## config.mk

```make
export PLATFORM = sky130hd
export DESIGN_NAME = fetch_address_gen
export DESIGN_NICKNAME = d
export VERILOG_FILES = /design/src/rtl/fetch_address_gen.sv
export SDC_FILE = /design/constraint.sdc
export NUM_CORES = 1
export LEC_CHECK = 0
export CORE_UTILIZATION = 42
export DETAILED_ROUTE_END_ITERATION = 16
export PLACE_DENSITY = 0.81
export SYNTH_ARGS = -nofsm -noshare
export SYNTH_HDL_FRONTEND = slang
export SYNTH_SLANG_ARGS = --single-unit
```

## constraint.sdc

```tcl
create_clock -name clock_i -period 6 [get_ports clock_i]
set_clock_uncertainty 0.05 [all_clocks]
set_input_delay 1.8 -clock clock_i [delete_from_list [all_inputs] [get_ports clock_i]]
set_output_delay 1.8 -clock clock_i [all_outputs]
set_load 0.02 [all_outputs]
```

## src/rtl/fetch_address_gen.sv

```systemverilog
// Program-counter / fetch-request generator.
// Holds the PC, issues one cache query per cycle (tag/index/offset split of
// the PC) and steps the PC by 4. It rewinds to a missed address and replays it
// after the refill. It also loads redirect targets and holds the PC on
// downstream stalls.
module fetch_address_gen #(
  parameter int          offsetSize  = 5,
  parameter int          indexSize   = 8,
  parameter int          tagSize     = 64 - (offsetSize + indexSize),
  parameter logic [63:0] resetVector = 64'h0
) (
  input  logic                  clock_i,
  input  logic                  reset_i,
  input  logic                  stall_i,
  input  logic                  redirect_i,
  input  logic [63:0]           redirectAddr_i,
  input  logic                  isCacheMiss_i,
  input  logic [tagSize-1:0]    missTag_i,
  input  logic [indexSize-1:0]  missIndex_i,
  input  logic [offsetSize-1:0] missOffset_i,
  input  logic                  cacheUpdateEnable_i,
  output logic [tagSize-1:0]    tag_o,
  output logic [indexSize-1:0]  index_o,
  output logic [offsetSize-1:0] offset_o,
  output logic                  enable_o,
  output logic                  squash_o,
  output logic [63:0]           pc_o,
  output logic [31:0]           missCount_o
);

  localparam logic [1:0] FETCH     = 2'd0;
  localparam logic [1:0] MISS_WAIT = 2'd1;
  localparam logic [1:0] SETTLE    = 2'd2;

  // Instructions are word aligned, so the low two PC bits are always zero.
  localparam logic [63:0] ALIGN_MASK = ~64'h3;

  logic [1:0]  state_q, state_d;
  logic [63:0] pc_q, pc_d;
  logic [63:0] req_q, req_d;
  logic        enable_q, enable_d;
  logic        squash_q, squash_d;
  logic [31:0] miss_count_q, miss_count_d;

  // Next-state logic: redirect beats everything, then miss, then stall.
  always_comb begin
    state_d      = state_q;
    pc_d         = pc_q;
    req_d        = req_q;
    enable_d     = 1'b0;
    squash_d     = 1'b0;
    miss_count_d = miss_count_q;

    if (redirect_i) begin
      // Any refill still in flight is simply dropped; the cache absorbs it.
      pc_d     = redirectAddr_i & ALIGN_MASK;
      state_d  = FETCH;
      squash_d = 1'b1;
    end else begin
      case (state_q)
        FETCH: begin
          if (isCacheMiss_i) begin
            pc_d     = {missTag_i, missIndex_i, missOffset_i};
            state_d  = MISS_WAIT;
            squash_d = 1'b1;
            if (miss_count_q != 32'hFFFF_FFFF) begin
              miss_count_d = miss_count_q + 32'd1;
            end
          end else if (!stall_i) begin
            req_d    = pc_q;
            enable_d = 1'b1;
            pc_d     = pc_q + 64'd4;
          end
        end
        MISS_WAIT: begin
          if (cacheUpdateEnable_i) begin
            state_d = SETTLE;
          end
        end
        SETTLE: begin
          // One idle cycle so the hit/miss stage can drop its miss flag.
          state_d = FETCH;
        end
        default: begin
          state_d = FETCH;
        end
      endcase
    end
  end

  // State registers with immediate (asynchronous) reset.
  always_ff @(posedge clock_i or posedge reset_i) begin
    if (reset_i) begin
      state_q      <= FETCH;
      pc_q         <= resetVector & ALIGN_MASK;
      req_q        <= 64'h0;
      enable_q     <= 1'b0;
      squash_q     <= 1'b0;
      miss_count_q <= 32'h0;
    end else begin
      state_q      <= state_d;
      pc_q         <= pc_d;
      req_q        <= req_d;
      enable_q     <= enable_d;
      squash_q     <= squash_d;
      miss_count_q <= miss_count_d;
    end
  end

  assign tag_o       = req_q[63 -: tagSize];
  assign index_o     = req_q[offsetSize +: indexSize];
  assign offset_o    = req_q[offsetSize-1:0];
  assign enable_o    = enable_q;
  assign squash_o    = squash_q;
  assign pc_o        = pc_q;
  assign missCount_o = miss_count_q;

endmodule

```

==> reports/qor.yml <==
synth_largest_area_cell: "dfrtp_1"
setup.worst_path.end_class: "register"
drtAntennaViolNets: 0
setup_violations: 0
layout.nets: 1282
finalSetupTns_ps: 0
synth-async-reset-ratio_pct: 100
cp-startpoint: "isCacheMiss_i"
dieHeight_um: 145
yosysMostFrequentCell: "dfrtp_1"
period_share_pct: 71.6
vias: 8516
drive_above_1_share_pct: 10.2
postCtsHoldBufs: 0
rr_worst_depth: 6
clockRootBuffer: "clkbuf_16"
area_growth_pct: 43.9
antenna_found_initial: 1
synth_fp_nets: 1016
ys.warnings.count: 0
synthCells: 880
drtIter0Drc: 694
grt_pass1_vias: 8280
synth.area.top_cells: "dfrtp_1 (48%), mux2_2 (7.5%), o21ai_0 (4.4%), nand2_1 (4.0%), xnor2_1 (2.5%)"
ys_seq_area_share_pct: 47.7
slew_headroom_pct: 25.4
rr_startpoint: "pc_o[6]"
synth_area_mm2: 0.00861
synth_cell_types: 59
routedWlPerCell_um: 20.7
core-area_mm2: 0.0202
grt_overflow_total: 0
cts.clk_slew.worst_paths_ps: 70
numCtsBuffers: 17
place.gp.congestion: 0.865
startpoint_type: "input port"
power_uw: 3810
leakagePower_uw: 0.00496
synth-edff-count: 0
ios: 296
n_antenna_cell: 0
cts_resized: 0
htreeDepth: 4
synth_top_area_share_pct: 47.7
io_buffers: 293
hpwl_um: 21100
seq_area_mm2: 0.00410
peakVddDrop_mv: 0.234
hold_viol: 0
status: "finished clean"
r2r_slack_ps: 2960
synth_commonest_cells: "dfrtp_1 (164), nand2_1 (91), o21ai_0 (76), mux2_2 (57), nor2_1 (46)"
clk_latency_ps: 420
dr.pass1.iters: 5
floorplan.initialDensity_pct: 42.7
rows: 52
cts_buffer_depth: 2
worst_pin_slew_ps: 1110
rsz0062_at_grt: "no"
multi_input_area_mm2: 0.00422
drc: 0
avgSynthCellArea_um2: 9.78
synth_seq_cells: 164
p_per_area_mw_per_mm2: 307
dieArea_mm2: 0.0211
fillCellCount: 1664
period_minus_slack_ps: 4300
maxCapViolCount: 0
required_ps: 6260
cp_max_fo: 11
vias_per_cell: 5.96
cp.arrival_ps: 4560
fmax_mhz: 233
worstReg2RegEnd: "pc_o[59]"
grt_usage_pct: 28.3
die_x_um: 145
slew_viol_final: 0
tritoncts: "done"
postCtsSetupBuffers: 0
routed_wl_um: 29600
crit_type: "input port to register"
grt_pass1_wl_um: 46600
ys.flop_type: "dfrtp_1"
hp-class: "register to register"
grt_start_max_net_pins: 165
cts_sinks: 164
crit_end: "missCount_o[15]"
worst min-delay path by stage:
stage	start	end	slack, ps	cells past startpoint
detailed placement	req_q[45]	req_q[45]	420	2
global route	req_q[48]	req_q[48]	460	2
finish	req_q[16]	req_q[16]	430	2
global placement	req_q[46]	req_q[46]	410	2
floorplan	state_q[1]	state_q[1]	410	1
CTS	req_q[45]	req_q[45]	440	2
registers in the layout (all words and copies together) (netlist names):
signal	flops
enable_o	1
missCount_o	32
pc_o	64
req_q	64
squash_o	1
state_q	2
placed cells by master, fill, tap and decap left out, types with 18 or more instances in the layout:
cell type        synthesis  routed
nand3_1                 37      37
nor3_1                  25      25
clkdlybuf4s50_1          0     292
and4_1                  18      18
mux2_2                  57      57
nand4_1                 29      29
a21oi_1                 31      31
a22o_1                  22      22
xnor2_1                 25      25
nor2_1                  46      43
a22oi_1                 19      19
and3_1                  20      20
dfrtp_1                164     164
nand2_1                 91      89
o21ai_0                 76      76
cells by family after synthesis:
| logic type | count (synthesis) | share of synthesized area (%) |
|---|---|---|
| buffers and inverters | 75 | 3.58 |
| adder cells (fa/ha/maj) | 2 | 0.291 |
| AND/OR/NAND/NOR | 309 | 18.5 |
| multiplexers | 63 | 8.15 |
| XOR/XNOR | 31 | 3.15 |
| flip-flops | 164 | 47.7 |
| AO/OA/AOI/OAI | 236 | 18.6 |
area by class of cell:
class                      count  share of cell area (%)
multi-input combinational    641                    34.1
timing repair buffer         307                    24.6
clock inverter                15                    1.53
inverter                      15                   0.485
sequential                   164                    33.1
tap                          270                    2.73
clock buffer                  17                    3.44
worst max-delay path, stage by stage:
cell and delay [ps]:
clkdlybuf4s50_1 710, nor3b_1 230, buf_4 210, nand2_1 100, a41oi_1 760, and3_1 450, nand4_1 160, xnor2_1 140
metal layers:
metal	global-route usage, %	routed length, um	vias to the layer above
li1	-	-	3875
met1	35.8	12000	4121
met2	45.9	14100	460
met3	8.05	2810	58
met4	10.4	726	2
met5	0	13	-
metrics by stage:
stage          cell area [um2]  utilization, %  cells  setup slack (ps)  hold slack (ps)
2_1_floorplan             8610               -    880              2070              406
3_3_place_gp             11800            58.3   1397              1350              410
3_5_place_dp             11800            58.3   1397              1310              420
4_1_cts                  12400            61.4   1429              1750              435
5_1_grt                  12400            61.4   1429              1510              460
6_report                 12400            61.4   1429              1700              428
power by group:
part | switching, uW | total, uW | internal (uW)
combinational | 564 | 1150 | 582
clock | 485 | 1150 | 667
sequential | 213 | 1510 | 1300
Power figures use the tool's default switching activity.
